--- src/rtl/load_hazard_ctrl.sv ---
// Load-use hazard controller: sizes ID-stage bubbles per consumer class
// and load distance, and freezes the back end while data memory is busy.
module load_hazard_ctrl #(
  parameter int OPW         = 7,
  parameter int RW          = 5,
  parameter int BR_BUBBLES  = 1,
  parameter int ALU_BUBBLES = 0,
  parameter int CNT_W       = 16
) (
  input  logic             clk,
  input  logic             rst,
  input  logic [OPW-1:0]   if_id_opcode,
  input  logic [RW-1:0]    if_id_rs1,
  input  logic [RW-1:0]    if_id_rs2,
  input  logic             if_id_rs1_used,
  input  logic             if_id_rs2_used,
  input  logic             id_ex_memrd,
  input  logic [RW-1:0]    id_ex_rd,
  input  logic             ex_mem_memrd,
  input  logic [RW-1:0]    ex_mem_rd,
  input  logic             mem_busy,
  output logic             PC_Write,
  output logic             if_id_Write,
  output logic             id_ex_cntrl_mux_sel,
  output logic             pipe_hold,
  output logic             hazard_active,
  output logic [CNT_W-1:0] stall_count
);

  typedef enum logic [1:0] {
    RUN  = 2'd0,
    HAZ  = 2'd1,
    MEMW = 2'd2
  } state_e;

  localparam logic [OPW-1:0] OP_BEQ = OPW'(7'h44);
  localparam logic [OPW-1:0] OP_BNE = OPW'(7'h45);
  localparam logic [OPW-1:0] OP_BLT = OPW'(7'h50);
  localparam logic [OPW-1:0] OP_BGE = OPW'(7'h51);
  localparam logic [OPW-1:0] OP_JR  = OPW'(7'h08);

  localparam logic [1:0] BR_N  = 2'(BR_BUBBLES);
  localparam logic [1:0] ALU_N = 2'(ALU_BUBBLES);

  state_e           state_q, state_d;
  state_e           saved_q, saved_d;
  state_e           eff;
  logic [1:0]       rem_q, rem_d;
  logic [CNT_W-1:0] stall_count_q, stall_count_d;

  logic       is_br;
  logic       rs1_cmp, rs2_cmp;
  logic       id_ex_hit, ex_mem_hit;
  logic [1:0] base, need;
  logic       bubble, wait_mem;

  always_comb begin
    is_br = if_id_opcode inside {OP_BEQ, OP_BNE, OP_BLT,
                                 OP_BGE, OP_JR};
    rs1_cmp = is_br | if_id_rs1_used;
    rs2_cmp = is_br | if_id_rs2_used;

    id_ex_hit = id_ex_memrd && (|id_ex_rd) &&
      ((rs1_cmp && id_ex_rd == if_id_rs1) ||
       (rs2_cmp && id_ex_rd == if_id_rs2));
    ex_mem_hit = ex_mem_memrd && (|ex_mem_rd) &&
      ((rs1_cmp && ex_mem_rd == if_id_rs1) ||
       (rs2_cmp && ex_mem_rd == if_id_rs2));

    base = is_br ? BR_N : ALU_N;
    need = 2'd0;
    if (id_ex_hit) begin
      need = base;
    end else if (ex_mem_hit && base != 2'd0) begin
      need = base - 2'd1;
    end
  end

  // MEMW resumes as whichever state it interrupted.
  always_comb begin
    state_d  = state_q;
    saved_d  = saved_q;
    rem_d    = rem_q;
    bubble   = 1'b0;
    wait_mem = 1'b0;
    eff      = (state_q == MEMW) ? saved_q : state_q;

    if (mem_busy) begin
      wait_mem = 1'b1;
      state_d  = MEMW;
      saved_d  = eff;
    end else if (eff == HAZ) begin
      bubble = 1'b1;
      if (rem_q <= 2'd1) begin
        state_d = RUN;
        rem_d   = 2'd0;
      end else begin
        state_d = HAZ;
        rem_d   = rem_q - 2'd1;
      end
    end else begin
      state_d = RUN;
      if (need != 2'd0) begin
        bubble = 1'b1;
        if (need > 2'd1) begin
          state_d = HAZ;
          rem_d   = need - 2'd1;
        end
      end
    end

    if (!rst) begin
      state_d  = RUN;
      saved_d  = RUN;
      rem_d    = 2'd0;
      bubble   = 1'b0;
      wait_mem = 1'b0;
    end
  end

  always_comb begin
    stall_count_d = stall_count_q;
    if (bubble && stall_count_q != '1) begin
      stall_count_d = stall_count_q + 1'b1;
    end
    if (!rst) begin
      stall_count_d = '0;
    end
  end

  always_ff @(posedge clk) begin
    state_q       <= state_d;
    saved_q       <= saved_d;
    rem_q         <= rem_d;
    stall_count_q <= stall_count_d;
  end

  assign PC_Write            = ~(bubble | wait_mem);
  assign if_id_Write         = ~(bubble | wait_mem);
  assign id_ex_cntrl_mux_sel = bubble;
  assign pipe_hold           = wait_mem;
  assign hazard_active       = bubble;
  assign stall_count         = stall_count_q;

endmodule

--- config.mk ---
export PLATFORM = sky130hd
export DESIGN_NAME = load_hazard_ctrl
export DESIGN_NICKNAME = d
export VERILOG_FILES = /design/src/rtl/load_hazard_ctrl.sv
export SDC_FILE = /design/constraint.sdc
export NUM_CORES = 1
export LEC_CHECK = 0
export BUFFER_PORTS_ARGS = -buffer_cell sky130_fd_sc_hd__buf_2
export CAP_MARGIN = 0
export CELL_PAD_IN_SITES_DETAIL_PLACEMENT = 0
export CELL_PAD_IN_SITES_GLOBAL_PLACEMENT = 1
export CORE_ASPECT_RATIO = 1.5
export CORE_MARGIN = 2
export CORE_UTILIZATION = 33
export CTS_CLUSTER_DIAMETER = 120
export DETAILED_ROUTE_END_ITERATION = 8
export PLACE_DENSITY_LB_ADDON = 0.1
export SLEW_MARGIN = 30
export SYNTH_ARGS = -nofsm -noshare
export SYNTH_HDL_FRONTEND = slang
export SYNTH_SLANG_ARGS = --single-unit
--- constraint.sdc ---
create_clock -name clk -period 2.28 [get_ports clk]
set_input_delay 0.228 -clock clk [delete_from_list [all_inputs] [get_ports clk]]
set_output_delay 0.228 -clock clk [all_outputs]
set_load 0.05 [all_outputs]
==> results.md, run 1 <==
- Status: finished, final reports clean
- Post-route cell area: 1600 um^2
- Mapped Cells: 149
- CP endpoint: if_id_Write
- Setup bufs post-CTS: 0
- Fin cells: 239
- Area of the multi-input gates: 737 um^2
- Grt total ovfl: 0
- Hold slack: 0.286 ns
- Max Fanout on Critical Path: 23
- Largest net degree at the start of global routing: 24
- Filler instances: 358
- Final worst slack: 0.107 ns
- DRT Pass-1 Iters: 4
- Dpl cells: 235
- Register area: 443 um^2
- Worst-case clock buffer depth: 2
- P_leak: 0.000686 uW
- CTS H-tree lvls: 1
- Routed Antenna Nets: 0
- Synth async-reset ratio: 0
- Mean post-synth cell area: 8.29 um^2
- First-pass GRT wire length: 5080 um
- Antenna cells: 0
- Post-CTS Resized: 0
- R2R Setup Slk: 0.24 ns
- Inserted Clock Buffers: 3
- Clock transition at path regs: 0.08 ns
- Post-Syn Area: 1230 um^2
- Synth cell types: 38
- Synthesized flop and latch total: 22
- Row count: 27
- CP Data Arrival Time: 1.95 ns
- Setup Viol. Count Final: 0
- Final Hold Fails: 0
- Final GP Congestion: 0.722
- Util after Layout: 0.444
- CTS sink cnt: 22
- Final period utilization: 0.953
- Worst hold path type: primary input to flip-flop
- RSZ-0062 raised after global routing: no
- DRC: 0
- Overall die height: 78.9 um
- Pwr/cell area: 519 nW/um^2
- Worst setup path start: id_ex_rd[1]
- WL/cell: 12.7 um
- FF-to-FF End: stall_count[8]
- Critical Path RT: 2.05 ns
- Vias: 1239
- Worst-margin pin slew: 0.413 ns
- Seq/Total Area, Yosys: 0.357
- Share of post-route cells with drive strength above 1: 0.316
- Post-synth top area cell: dfxtp_1
- Die Area: 4260 um^2
- Slew headroom: 0.725
- Initial Utilization: 0.342
- Synth Flop Type: dfxtp_1
- First DRT Iteration DRCs: 29
- Antenna violations before repair: 0
- FF-to-FF Start: stall_count[0]
- GRT Resource Usage Total: 0.157
- Max frequency: 460 MHz
- Tmin final: 2.17 ns
- Die Span X: 54.0 um
- Clock Latency Late Sink: 0.26 ns
- Area delta synth->final: 29.9%
- Post-Place Setup Slack: 0.0823 ns
- Max-capacitance violation count: 0
- CORE AREA: 3610 um^2
- Worst-case reg-to-reg path depth: 6
- Port Buf Inserts: 46
- Drt via density: 5.18
- Critical path capture point type: primary output
- Final Max Slew Viols: 0
- Syn Nets: 184
- WL final: 3030 um
- Synth Warn #: 0
- Post-DP HPWL: 2360 um
- Worst setup SP type: primary input
- Number of synthesized flops with an enable pin: 0
- Peak supply drop: 0.327 mV
- Crit Path Class: primary input to primary output
- Vias in the first global route: 1199
- Synth top area cells: dfxtp_1, xnor2_1, nand3_1
- CTS tree: built
- CTS hold repair buffers: 0
- Clk_skew: 0.00633 ns
- Share of the synthesized area in the top cell type: 0.357
- Clock tree root driver cell: clkbuf_8
- I/O pin cnt: 55
- Hold depth: 2
- Final #Nets: 232
- Placed cell areas: 1530 um^2
per-stage QoR:
step	TNS [ns]	total power, uW
floorplan	-0.00576	443
global placement	0	479
detailed placement	0	480
CTS	0	849
global route	0	878
finish	0	832
sequential cells by signal (all words and copies together), names as in the netlist:
signal / cells
rem_q: 2
stall_count: 16
saved_q: 2
state_q: 2
critical path, cell delays in order:
cell and delay, ns:
buf_2 0.12, or4_1 0.53, o211ai_1 0.21, nor3_2 0.06
a21oi_2 0.18, buf_12 0.17, inv_2 0.10, nor2_4 0.08
buf_2 0.26
cells in the mapped netlist, types with 2 or more instances:
cell / count
nand3_1: 15
nand4_1: 2
clkbuf_1: 4
inv_1: 4
and2_1: 3
o41ai_1: 2
dfxtp_1: 22
o21ai_0: 6
mux2i_1: 4
xnor2_1: 11
nor2_1: 6
nand2_1: 12
o211ai_1: 2
buf_4: 2
and4_1: 2
a21oi_1: 12
or3_1: 4
or4_1: 4
o31ai_1: 4
o311ai_0: 2
nand2b_1: 4
and3_1: 6
kinds of logic (layout without fill, tap and decap cells):
| logic type | count (synthesis) | after routing | share of synthesized area |
|---|---|---|---|
| compound gates | 34 | 34 | 0.175 |
| xor+xnor | 11 | 11 | 0.0780 |
| fa+ha+maj | 1 | 1 | 0.0101 |
| buf+inv | 13 | 60 | 0.0527 |
| flops | 22 | 22 | 0.357 |
| mux | 4 | 4 | 0.0324 |
| simple gates | 64 | 64 | 0.295 |
cells in the final DEF, fill, tap and decap left out, drive strengths merged, types with 2 or more instances in the layout:
master | netlist | final
and4 | 2 | 2
o31ai | 4 | 4
and2 | 3 | 3
inv | 5 | 5
o41ai | 2 | 2
o211ai | 2 | 2
dfxtp | 22 | 22
o21ai | 6 | 6
and3 | 6 | 6
mux2i | 4 | 4
o311ai | 2 | 2
or3 | 4 | 4
clkbuf | 4 | 3
nand4 | 2 | 2
nand3 | 15 | 15
xnor2 | 11 | 11
nand2 | 12 | 12
buf | 4 | 51
a21oi | 13 | 13
nand2b | 4 | 4
nor3 | 2 | 2
or4 | 4 | 4
nor2 | 6 | 6
layer usage:
layer	routed length, um	up-vias	global-route usage	part of all wire
met4	40	0	0.0538	0.013
met2	1740	25	0.306	0.57
li1	-	642	-	-
met1	1140	568	0.156	0.38
met3	107	4	0.0226	0.035
met5	0	-	0	0
layout make-up:
type / instances / share of cell area
Sequential cell: 22 / 0.276
Tap cell: 43 / 0.0335
Clock inverter: 1 / 0.0187
Multi-Input combinational cell: 114 / 0.459
Timing Repair Buffer: 51 / 0.175
Inverter: 5 / 0.0117
Clock buffer: 3 / 0.0257
report_power, final:
group	total [uW]	switching, uW	internal [uW]	leakage, uW
clock	363	128	234	0.0000357
combinational	84.4	45.0	39.4	0.000472
sequential	385	0.413	385	0.000178
worst min-delay path by stage:
stage | startpoint | endpoint | slack, ns
after CTS | mem_busy | state_q[1] | 0.28
after detailed placement | rem_q[1] | rem_q[1] | 0.44
after global routing | mem_busy | state_q[1] | 0.28
final | mem_busy | state_q[1] | 0.29
after global placement | rem_q[1] | rem_q[1] | 0.43
after floorplan | mem_busy | state_q[1] | 0.35
No activity file was read; power rests on OpenSTA's default activity.
==> run 2, diff against run 1 <==
Settings changed: MAX_ROUTING_LAYER from default to met4, REMOVE_ABC_BUFFERS from default to 1.
==> run 2 against run 1 <==
- register-to-register slack lost 0.02 ns
- clock skew grew 0.0016 ns
- cell area shrank 1.6%
- highest routed layer unchanged
- largest cell class unchanged
- hold slack lost 0.020 ns
- first-iteration DRC count shrank 52%
- utilization shrank 0.69 points
- maximum frequency grew 0.71%
- count of clock-buffer cells in the layout is the same
- non-clock buffer count shrank 2
- critical endpoint is now PC_Write
- sequential power is essentially flat
- sequential share of layout area grew 0.28 points
==> results.md, run 2 (synthesized netlist as in run 1, its figures left out) <==
- Status: finished, final reports clean
- Final #Nets: 230 (-0.86%)
- Worst hold path type: primary input to flip-flop
- Final Max Slew Viols: 0 (unchanged)
- Setup Viol. Count Final: 0 (unchanged)
- Vias: 1260 (+1.7%)
- Final GP Congestion: 0.740 (+2.6%)
- Vias in the first global route: 1122 (-6.4%)
- CORE AREA: 3610 um^2 (unchanged)
- Commonest non-fill, non-tap cells in the layout: buf_2, dfxtp_1, nand3_1
- CP bufs+invs: 3 (-1)
- Area delta synth->final: 27.9%
- Die Area: 4260 um^2 (unchanged)
- Worst setup SP type: primary input
- Largest net degree at the start of global routing: 23 (-4.2%)
- WL/cell: 12.6 um (-0.72%)
- CP Data Arrival Time: 1.93 ns (-0.02 ns)
- Max frequency: 463 MHz (+0.71%)
- R2R Setup Slk: 0.22 ns (-0.02 ns)
- Drt via density: 5.32 (+2.6%)
- Routed Antenna Nets: 0 (unchanged)
- Worst-margin pin slew: 0.426 ns (+0.0130 ns)
- Max Fanout on Critical Path: 9 (-61%)
- Final setup TNS: 0 ns (unchanged)
- CTS sink cnt: 22 (unchanged)
- CP dominant cell by count: buf_2
- P_leak: 0.000673 uW (-1.9%)
- Overall die height: 78.9 um (unchanged)
- Critical Path RT: 2.05 ns (about the same)
- Clock transition at path regs: 0.09 ns (about the same)
- Initial Utilization: 0.342 (unchanged)
- Final period utilization: 0.946 (-0.00676)
- Dpl cells: 233 (-0.85%)
- Max reg flops: 16 (unchanged)
- Pwr/cell area: 529 nW/um^2 (+2.0%)
- Total power: 836 uW (+0.41%)
- RSZ-0062 raised after global routing: no
- WL final: 2980 um (-1.6%)
- Worst stage delay on the critical path: 0.53 ns (about the same)
- Critical path capture point type: primary output
- Final Hold Fails: 0 (unchanged)
- Slew headroom: 0.716 (-0.00896)
- DRT Pass-1 Iters: 4 (unchanged)
- Inserted Clock Buffers: 3 (unchanged)
- Port Buf Inserts: 46 (unchanged)
- Row count: 27 (unchanged)
- Clk_skew: 0.00791 ns (+0.00158 ns)
- First-pass GRT wire length: 4950 um (-2.6%)
- Fin cells: 237 (-0.84%)
- CP delay by family, top: simple AND/OR/NAND/NOR gates
- Peak supply drop: 0.236 mV (-28%)
- Max-capacitance violation count: 0 (unchanged)
- Clock tree root driver cell: clkbuf_8
- CTS H-tree lvls: 1 (unchanged)
- Slowest CP cell: or4_1
- Tmin final: 2.16 ns (-0.0154 ns)
- Most common cell after layout, fill and taps aside: buf_2
- GRT Resource Usage Total: 0.158 (+0.00123)
- Grt total ovfl: 0 (unchanged)
- First DRT Iteration DRCs: 14 (-52%)
- Antenna violations before repair: 0 (unchanged)
- Setup bufs post-CTS: 0 (unchanged)
- Antenna cells: 0 (unchanged)
- Clock Latency Late Sink: 0.27 ns (about the same)
- CTS hold repair buffers: 0 (unchanged)
- Crit Path Class: primary input to primary output
- Crit path cell chain: buf_2 -> or4_1 -> o211ai_1 -> nor3_2 -> a21oi_2 -> inv_2 -> nor2_1 -> buf_2
- Share of post-route cells with drive strength above 1: 0.294 (-0.0225)
- Post-CTS Resized: 0 (unchanged)
- DRC: 0 (unchanged)
- Worst-case clock buffer depth: 2 (unchanged)
- Post-DP HPWL: 2290 um (-2.8%)
- Die Span X: 54.0 um (unchanged)
- CTS tree: built
- I/O pin cnt: 55 (unchanged)
run 2: path summary, 6_finish.rpt:
check / startpoint / endpoint / cells after the start
max: id_ex_rd[1] / PC_Write / 8
max reg2reg: stall_count[0] / stall_count[10] / 6
min reg2reg: rem_q[1] / rem_q[1] / 2
min: mem_busy / state_q[1] / 2
run 2: where the power goes:
group          internal (uW)  switching, uW
registers                385          0.337
clock network            235            135
logic                   37.5           43.9
run 2: metal layers:
| metal | routed length, um | track usage | vias up |
|---|---|---|---|
| li1 | - | - | 638 |
| met1 | 1260 | 0.181 | 583 |
| met2 | 1550 | 0.267 | 33 |
| met3 | 111 | 0.0226 | 6 |
| met4 | 57 | 0.0615 | 0 |
| met5 | 0 | - | - |
run 2: cell type report:
class | count | area [um^2]
Timing Repair Buffer | 49 | 265
Tap cell | 43 | 53.8
Fill cell | 355 | 2040
Sequential cell | 22 | 440
Clock inverter | 1 | 30.0
Multi-Input combinational cell | 114 | 729
Clock buffer | 3 | 41.3
Inverter | 5 | 18.8
run 2: metrics by stage:
step / util / setup slack [ns] / hold slack [ns] / cell area, um^2
detailed placement: 0.417 / 0.0491 / 0.433 / 1510
floorplan: - / -1.22 / 0.342 / 1190
global placement: 0.417 / 0.0911 / 0.430 / 1510
global route: 0.437 / 0.0343 / 0.271 / 1580
CTS: 0.437 / 0.0829 / 0.267 / 1580
finish: 0.437 / 0.122 / 0.267 / 1580
==> run 3, diff against run 2 <==
Settings changed: CORE_UTILIZATION 33 to 29.
Clock period 2.28 ns to 1.8 ns, I/O delays scaled along.
==> run 3 against run 2 <==
- the run now ends with setup timing left
- non-clock buffer count grew 34
- utilization rose by 6.6 points
- clock power grew 30%
- critical path depth rose by 1
- critical endpoint is now stall_count[8]
- largest cell class unchanged
==> results.md, run 3 (synthesized netlist as in run 1, its figures left out) <==
- Placed cell areas: 1710 um^2 (+13%)
- Row count: 29 (+7.4%)
- Die Span X: 57.3 um (+6.2%)
- Commonest non-fill, non-tap cells in the layout: buf_2, buf_4, dfxtp_1
- CTS tree: built
- Slowest CP cell: or4_4
- Dpl cells: 262 (+12%)
- Register area: 444 um^2 (+0.85%)
- Final GP Congestion: 0.750 (+1.4%)
- GRT Resource Usage Total: 0.158 (-0.000158)
- Slew headroom: 0.626 (-0.0901)
- Final worst slack: -0.0676 ns (-0.190 ns)
- Tmin final: 1.87 ns
- Area delta synth->final: 69.8%
- Routed Antenna Nets: 0 (unchanged)
- Largest net degree at the start of global routing: 16 (-30%)
- Post-DP HPWL: 2680 um (+17%)
- CTS hold repair buffers: 0 (unchanged)
- Violated checks: setup timing
- CTS H-tree lvls: 1 (unchanged)
- Share of post-route cells with drive strength above 1: 0.526 (+0.233)
- Antenna violations before repair: 0 (unchanged)
- CP bufs+invs: 3 (unchanged)
- Worst hold path type: primary input to flip-flop
- Setup Viol. Count Final: 10 (+10)
- Overall die height: 83.9 um (+6.3%)
- Final Hold Fails: 0 (unchanged)
- Final #Nets: 264 (+15%)
- DRC: 0 (unchanged)
- Clk_skew: 0.00422 ns (-0.00369 ns)
- First DRT Iteration DRCs: 39 (+25)
- Inserted Clock Buffers: 3 (unchanged)
- Max reg flops: 16 (unchanged)
- Clock Latency Late Sink: 0.27 ns (about the same)
- Drt via density: 5.28 (-0.74%)
- Worst setup SP type: primary input
- Critical Path RT: 2.01 ns (-0.04 ns)
- Critical path capture point type: flip-flop
- Crit Path Class: primary input to flip-flop
- Worst-case clock buffer depth: 2 (unchanged)
- CTS sink cnt: 22 (unchanged)
- CORE AREA: 4170 um^2 (+15%)
- Area of the multi-input gates: 900 um^2 (+23%)
- Grt total ovfl: 0 (unchanged)
- Status: complete, but fails checks
- WL/cell: 14.1 um (+12%)
- CP dominant cell by count: a21oi_2
- Fin cells: 274 (+16%)
- Most common cell after layout, fill and taps aside: buf_2
- Worst stage delay on the critical path: 0.51 ns (-0.02 ns)
- Max-capacitance violation count: 0 (unchanged)
- I/O pin cnt: 55 (unchanged)
- Final period utilization: 1.04
- Post-route cell area: 2100 um^2 (+33%)
- CP Data Arrival Time: 2.07 ns (+0.14 ns)
- Antenna cells: 0 (unchanged)
- Clock transition at path regs: 0.09 ns (about the same)
- P_leak: 0.000877 uW (+30%)
- RSZ-0062 raised after global routing: yes
- Crit path cell chain: buf_6 -> or4b_1 -> o32a_1 -> nor3_2 -> a21oi_2 -> buf_12 -> buf_8 -> or4_4 -> a21oi_2
- Worst-margin pin slew: 0.561 ns (+0.135 ns)
- Clock tree root driver cell: clkbuf_8
- WL final: 3860 um (+30%)
- Max Fanout on Critical Path: 12 (+3)
- Final Max Slew Viols: 0 (unchanged)
- Die Area: 4810 um^2 (+13%)
- Port Buf Inserts: 46 (unchanged)
- DRT Pass-1 Iters: 4 (unchanged)
- Initial Utilization: 0.296 (-0.0457)
- Pwr/cell area: 526 nW/um^2 (-0.59%)
- CP delay by family, top: simple AND/OR/NAND/NOR gates
- Filler instances: 407 (+15%)
- Vias in the first global route: 1419 (+26%)
- Vias: 1446 (+15%)
- Max frequency: 535 MHz
- Peak supply drop: 0.392 mV (+66%)
- First-pass GRT wire length: 5900 um (+19%)
-- run 3: changes by cell type in the layout (fill, tap and decap cells not counted), sizes merged --
| cell | previous run | this run |
|---|---|---|
| buf | 49 | 83 |
-- run 3: tightest hold or removal path, delay by kind of cell --
family        cells  cell delay [ns]
buf+inv           1             0.08
simple gates      2             0.23
-- run 3: power breakdown --
group	internal (uW)	switching, uW	total, uW
Clock	298	181	478
Combinational	70.3	66.6	137
Sequential	487	0.514	488
-- run 3: per-layer routing --
metal / GRT usage / share of wire / routed length (um)
met1: 0.157 / 0.37 / 1450
met2: 0.297 / 0.56 / 2170
met3: 0.0155 / 0.045 / 172
met4: 0.0719 / 0.020 / 79
met5: - / 0 / 0
-- run 3: worst paths after layout --
path	start	to	slack, ns	cells after the start
worst min-delay path	mem_busy	state_q[0]	0.25	3
worst max register to register	state_q[0]	stall_count[8]	-0.07	8
worst min register to register	rem_q[1]	rem_q[1]	0.45	2
worst max-delay path	if_id_opcode[2]	stall_count[8]	-0.07	9
-- run 3: timing repair --
item,4_1_cts,5_1_grt
gates resized for setup,35,27
buffers inserted,9,0
setup endpoints to repair,14,19
cloned,0,0
pin swaps,17,6
-- run 3: through the flow --
| stage | setup slack, ns | utilization | hold WS [ns] | TNS (ns) | power [uW] |
|---|---|---|---|---|---|
| 2_1_floorplan | -1.61 | - | 0.294 | -9.39 | 554 |
| 3_3_place_gp | -0.314 | 0.409 | 0.436 | -4.51 | 619 |
| 3_5_place_dp | -0.359 | 0.409 | 0.434 | -4.83 | 622 |
| 4_1_cts | -0.101 | 0.470 | 0.267 | -0.614 | 1100 |
| 5_1_grt | -0.140 | 0.503 | 0.271 | -1.38 | 1130 |
| 6_report | -0.0676 | 0.503 | 0.245 | -0.534 | 1100 |
-- run 3: area by class of cell --
class                   instances  share of cell area
multi-input cells             114               0.429
repair buffers                 83               0.285
flip-flops and latches         22               0.212
well taps                      46              0.0274
clock buffers                   3              0.0197
clock inverters                 1              0.0143
inverters                       5              0.0125
